### src/rtl/issue_scheduler_pkg.sv
// Shared unit codes, CDB slot payload and counter widths for the issue scheduler.
package issue_scheduler_pkg;

  localparam int unsigned W_UNIT  = 2;
  localparam int unsigned N_UNITS = 4;
  localparam int unsigned W_LAT   = 4;

  typedef logic [W_UNIT-1:0] unit_t;

  localparam unit_t UNIT_INT  = 2'd0;
  localparam unit_t UNIT_LS   = 2'd1;
  localparam unit_t UNIT_MULT = 2'd2;
  localparam unit_t UNIT_DIV  = 2'd3;

  typedef struct packed {
    logic  valid;
    unit_t unit;
  } slot_t;

endpackage

### src/rtl/issue_scheduler_cdb_slot_table.sv
// CDB reservation calendar: slot k describes the CDB publisher k cycles from now.
// Shifts toward slot 0 every cycle; one reservation write per cycle.
module issue_scheduler_cdb_slot_table
  import issue_scheduler_pkg::*;
#(
  parameter int unsigned DEPTH = 7,
  parameter int unsigned IDX_W = $clog2(DEPTH + 1)
) (
  input  logic             clk,
  input  logic             reset,
  input  logic             rsv_valid_i,
  input  logic [IDX_W-1:0] rsv_idx_i,
  input  unit_t            rsv_unit_i,
  output logic [DEPTH:0]   busy_o,
  output slot_t            head_o
);

  slot_t [DEPTH:0] slot_q, slot_d;

  // Shift one cycle closer, then drop the new reservation into the post-shift slot.
  always_comb begin
    slot_d = '0;
    for (int k = 0; k < int'(DEPTH); k++) begin
      slot_d[k] = slot_q[k+1];
    end
    if (rsv_valid_i) begin
      slot_d[rsv_idx_i] = '{valid: 1'b1, unit: rsv_unit_i};
    end
  end

  always_ff @(posedge clk) begin
    if (!reset) begin
      slot_q <= '0;
    end else begin
      slot_q <= slot_d;
    end
  end

  always_comb begin
    for (int k = 0; k <= int'(DEPTH); k++) begin
      busy_o[k] = slot_q[k].valid;
    end
  end

  assign head_o = slot_q[0];

endmodule

### src/rtl/issue_scheduler.sv
// Single-issue arbiter for INT/LS/MULT/DIV with CDB collision avoidance.
// Define ISSUE_RR_EN for round-robin arbitration; default is fixed DIV > MULT > LS > INT.
module issue_scheduler
  import issue_scheduler_pkg::*;
#(
  parameter int unsigned INT_LAT  = 1,
  parameter int unsigned LS_LAT   = 2,
  parameter int unsigned MULT_LAT = 4,
  parameter int unsigned DIV_LAT  = 7
) (
  input  logic  clk,
  input  logic  reset,
  input  logic  int_req,
  input  logic  ls_req,
  input  logic  mult_req,
  input  logic  div_req,
  input  logic  flush,
  output logic  int_grant,
  output logic  ls_grant,
  output logic  mult_grant,
  output logic  div_grant,
  output logic  div_busy,
  output unit_t cdb_sel,
  output logic  cdb_sel_valid
);

  localparam int unsigned IDX_W = $clog2(DIV_LAT + 1);

  if (INT_LAT < 1 || INT_LAT > 15 || LS_LAT < 1 || LS_LAT > 15 ||
      MULT_LAT < 1 || MULT_LAT > 15 || DIV_LAT < 1 || DIV_LAT > 15 ||
      DIV_LAT < INT_LAT || DIV_LAT < LS_LAT || DIV_LAT < MULT_LAT) begin : g_bad_lat
    $error("issue_scheduler: latency parameters out of range");
  end

  logic [DIV_LAT:0]   busy;
  slot_t              head;
  logic [N_UNITS-1:0] elig_c, gnt_c;
  unit_t              gnt_unit;
  logic [IDX_W-1:0]   rsv_idx;
  logic [W_LAT-1:0]   div_cnt_q, div_cnt_d;
  logic               busy_unused;

  // A unit may issue only if its publish cycle is still free on the CDB.
  always_comb begin
    elig_c = '0;
    if (reset && !flush) begin
      elig_c[UNIT_INT]  = int_req  && !busy[INT_LAT];
      elig_c[UNIT_LS]   = ls_req   && !busy[LS_LAT];
      elig_c[UNIT_MULT] = mult_req && !busy[MULT_LAT];
      elig_c[UNIT_DIV]  = div_req  && !busy[DIV_LAT] && (div_cnt_q == '0);
    end
  end

`ifdef ISSUE_RR_EN
  unit_t rr_ptr_q, rr_ptr_d;
  unit_t cand;
  logic  found;

  always_comb begin
    gnt_c    = '0;
    gnt_unit = UNIT_INT;
    found    = 1'b0;
    cand     = rr_ptr_q;
    for (int i = 0; i < int'(N_UNITS); i++) begin
      cand = rr_ptr_q + W_UNIT'(i);
      if (!found && elig_c[cand]) begin
        gnt_c[cand] = 1'b1;
        gnt_unit    = cand;
        found       = 1'b1;
      end
    end
  end

  always_comb begin
    rr_ptr_d = rr_ptr_q;
    if (|gnt_c) rr_ptr_d = gnt_unit + W_UNIT'(1);
  end

  always_ff @(posedge clk) begin
    if (!reset) rr_ptr_q <= UNIT_INT;
    else        rr_ptr_q <= rr_ptr_d;
  end
`else
  always_comb begin
    gnt_c    = '0;
    gnt_unit = UNIT_INT;
    if (elig_c[UNIT_DIV]) begin
      gnt_c[UNIT_DIV] = 1'b1;
      gnt_unit        = UNIT_DIV;
    end else if (elig_c[UNIT_MULT]) begin
      gnt_c[UNIT_MULT] = 1'b1;
      gnt_unit         = UNIT_MULT;
    end else if (elig_c[UNIT_LS]) begin
      gnt_c[UNIT_LS] = 1'b1;
      gnt_unit       = UNIT_LS;
    end else if (elig_c[UNIT_INT]) begin
      gnt_c[UNIT_INT] = 1'b1;
      gnt_unit        = UNIT_INT;
    end
  end
`endif

  // Reservation lands one below the latency because the table shifts on the same edge.
  always_comb begin
    rsv_idx = IDX_W'(INT_LAT - 1);
    case (gnt_unit)
      UNIT_LS:   rsv_idx = IDX_W'(LS_LAT - 1);
      UNIT_MULT: rsv_idx = IDX_W'(MULT_LAT - 1);
      UNIT_DIV:  rsv_idx = IDX_W'(DIV_LAT - 1);
      default:   ;
    endcase
  end

  always_comb begin
    div_cnt_d = div_cnt_q;
    if (gnt_c[UNIT_DIV])        div_cnt_d = W_LAT'(DIV_LAT - 1);
    else if (div_cnt_q != '0)   div_cnt_d = div_cnt_q - W_LAT'(1);
  end

  always_ff @(posedge clk) begin
    if (!reset) div_cnt_q <= '0;
    else        div_cnt_q <= div_cnt_d;
  end

  issue_scheduler_cdb_slot_table #(
    .DEPTH (DIV_LAT),
    .IDX_W (IDX_W)
  ) u_slot_table (
    .clk         (clk),
    .reset       (reset),
    .rsv_valid_i (|gnt_c),
    .rsv_idx_i   (rsv_idx),
    .rsv_unit_i  (gnt_unit),
    .busy_o      (busy),
    .head_o      (head)
  );

  assign busy_unused   = ^busy;
  assign int_grant     = gnt_c[UNIT_INT];
  assign ls_grant      = gnt_c[UNIT_LS];
  assign mult_grant    = gnt_c[UNIT_MULT];
  assign div_grant     = gnt_c[UNIT_DIV];
  assign div_busy      = (div_cnt_q != '0);
  assign cdb_sel       = head.unit;
  assign cdb_sel_valid = head.valid;

endmodule

### config.mk
export PLATFORM = sky130hd
export DESIGN_NAME = issue_scheduler
export DESIGN_NICKNAME = d
export VERILOG_FILES = /design/src/rtl/issue_scheduler_pkg.sv /design/src/rtl/issue_scheduler_cdb_slot_table.sv /design/src/rtl/issue_scheduler.sv
export SDC_FILE = /design/constraint.sdc
export NUM_CORES = 1
export LEC_CHECK = 0
export BUFFER_PORTS_ARGS = -buffer_cell sky130_fd_sc_hd__buf_2
export CAP_MARGIN = 20
export CORE_MARGIN = 5
export CORE_UTILIZATION = 35
export DETAILED_ROUTE_END_ITERATION = 16
export HOLD_SLACK_MARGIN = 0.06
export SYNTH_ARGS = -nofsm -noshare
export SYNTH_HDL_FRONTEND = slang
export SYNTH_SLANG_ARGS = --single-unit
### constraint.sdc
create_clock -name clk -period 4.02 [get_ports clk]
set_clock_uncertainty 0.2 [all_clocks]
set_input_delay 0.201 -clock clk [delete_from_list [all_inputs] [get_ports clk]]
set_output_delay 0.201 -clock clk [all_outputs]
set_load 0.1 [all_outputs]
==> qor.csv <==
stage,metric,value,unit
run_status,outcome,"finished, final reports clean",
clock_network,clk-insertion-delay-late,320,ps
placed_design,dp_hpwl,1.07,mm
critical_path,cp_cell_sequence,"nor4_4, and2_1, nor3_1, buf_2",
critical_path,path_buf_inv,1,
critical_path,critPathSlowestCell,dfxtp_1,
finish,syn_to_final_growth,20.3,%
routing,wl_per_cell,10.2,microns
yosys,syn_inst,97,
placed_design,detailed_place.area,1050,sq um
global_routing,grt_usage,8.83,%
finish,mostFrequentLayoutCells,"28 x dfxtp_1, 17 x nand2_1, 14 x buf_2",
global_routing,antenna_found_initial,0,
critical_path,end_kind,output port,
critical_path,crit_family,simple AND/OR/NAND/NOR gates,
yosys,postSynthAreaPerCell,9.97,sq um
timing,tns,0,ps
critical_path,path_class,reg -> out,
yosys,synth_warnings,0,
global_routing,grt_max_degree,30,
timing,fmax,434,MHz
placed_design,place_congestion,0.754,
placed_design,numPortBuffers,14,
timing,finalSetupViolCount,0,
floorplan,io_pins,15,
timing,maxSlewViolCount,0,
floorplan,dieWidth,62.6,microns
timing,timing.final.crit_period,2300,ps
clock_network,htree_levels,1,
clock_network,root_buffer,clkbuf_4,
clock_network,cts-resized-gates,0,
power,power,553,uW
floorplan,initial_core_util,35.7,%
finish,antenna_cells,0,
power,power_density,475,nW/um^2
yosys,synth.distinct_cells,23,
floorplan,die_area,3910,sq um
global_routing,grt_pass1_wl,2.92,mm
routing,via_per_inst,4.53,
routing,drt_first_iter_violations,23,
critical_path,cp_data_required_time,3620,ps
global_routing,gr-total-overflow,0,
yosys,syn_area,967,sq um
critical_path,start_kind,flop,
yosys,seq_area_frac_synth,58.0,%
power,p_leak,0.524,nW
finish,drive_gt1_share,17.9,%
timing,timing.final.crit_share,57.3,%
clock_network,clk_pin_slew_worst_paths,140,ps
routing,ant_nets,0,
finish,fill_cells,274,
yosys,synth_edf_count,0,
power,max-vdd-ir-drop,0.374,mV
clock_network,cts.hold.buffers_added,6,
yosys,synth-seq-cells,28,
routing,drt-pass1-iter-count,4,
critical_path,crit_fanout,9,
yosys,dominantRegCellSynth,dfxtp_1,
timing,hold_viol,0,
finish,mostFrequentLayoutCell,dfxtp_1,
yosys,synth_async_sr_flop_share,0,%
finish,final_area,1160,sq um
floorplan,rows,19,
timing,rsz0062_at_grt,false,
clock_network,clock_path_buffers,2,
global_routing,grt_pass1_vias,693,
critical_path,critPathArrivalTime,1900,ps
clock_network,postCtsSetupBuffers,0,
critical_path,cp_slowest_stage_delay,390,ps
routing,num_vias,671,
routing,drc,0,
floorplan,die_h,62.6,microns
clock_network,cts_tree,built,
clock_network,cts_made_buffers,3,
job,drv_cap,0,
floorplan,coreArea,2710,sq um
routing,routed_wl,1.52,mm
finish,fin_nets,125,
clock_network,clkSinkCount,28,
hold_path,min_path_type,in -> reg,
-- layout make-up --
type,count,area [sq um],area share (%)
Multi-Input combinational cell,62,370,31.8
Clock inverter,1,30.0,2.58
Tap cell,31,38.8,3.33
Clock buffer,3,22.5,1.94
Inverter,3,11.3,0.968
Timing Repair Buffer,20,130,11.2
Sequential cell,28,561,48.2
-- worst register-to-register path, cell delays in order, from the launching register on --
cell           delay [ps]
dfxtp_1               390
nor4_4                390
and2_1                390
o31ai_1               120
dlygate4sd3_1         570
-- per-stage QoR --
stage	utilization, %	std cells	setup WS [ps]	hold slack [ps]
floorplan	-	99	792	102
global placement	38.8	138	2040	206
detailed placement	38.8	138	2000	205
CTS	42.9	148	1690	92.1
global route	42.9	148	1560	125
finish	42.9	148	1720	93.3
-- sequential cells by signal, indices dropped and copies added, names as in the netlist --
name,count
div_cnt_q,4
u_slot_table.slot_q,14
u_slot_table.busy_o,8
u_slot_table.head_o,2
-- per-layer routing --
layer,up-vias,track usage [%],routed length (microns)
li1,359,-,-
met1,295,10.6,730
met2,15,14.9,683
met3,2,3.60,89
met4,0,1.59,12
met5,-,0,0
-- final timing paths --
kind	from	endpoint	slack [ps]	cells after the start
hold reg to reg	u_slot_table.slot_q[22]	u_slot_table.slot_q[19]	230	2
setup / recovery	div_cnt_q[2]	ls_grant	1720	4
setup reg to reg	div_cnt_q[2]	u_slot_table.busy_o[3]	1870	4
hold / removal	reset	u_slot_table.slot_q[18]	90	3
-- report_power, final --
part / switching, mW / internal [mW] / total (mW)
clock: 0.0776 / 0.101 / 0.178
combinational: 0.0541 / 0.0224 / 0.0765
sequential: 0.00747 / 0.291 / 0.298
total: 0.139 / 0.414 / 0.553
-- cell families (layout without fill, tap and decap cells) --
| kind of cell | count (synthesis) | in the layout | share of synthesized area [%] |
|---|---|---|---|
| other cells | 1 | 3 | 0.388 |
| simple gates | 45 | 45 | 25.5 |
| buf+inv | 9 | 27 | 5.17 |
| compound gates | 13 | 13 | 10.1 |
| flops | 28 | 28 | 58.0 |
| xor+xnor | 1 | 1 | 0.906 |
-- synth_stat cells (2+ instances only) --
cell      instances  share of area [%]
dfxtp_1          28                 58
nand2_1          17                6.6
and2_1           10                6.5
o31ai_1           7                5.4
a21oi_1           3                1.6
inv_1             3                1.2
nand2b_1          3                1.9
nand3_1           3                1.6
nor2b_1           3                1.9
nor3b_1           3                2.3
buf_4             2                1.6
clkbuf_1          2               0.78
nor2_1            2               0.78
nor3_1            2                1.0
Power figures use the tool's default switching activity.
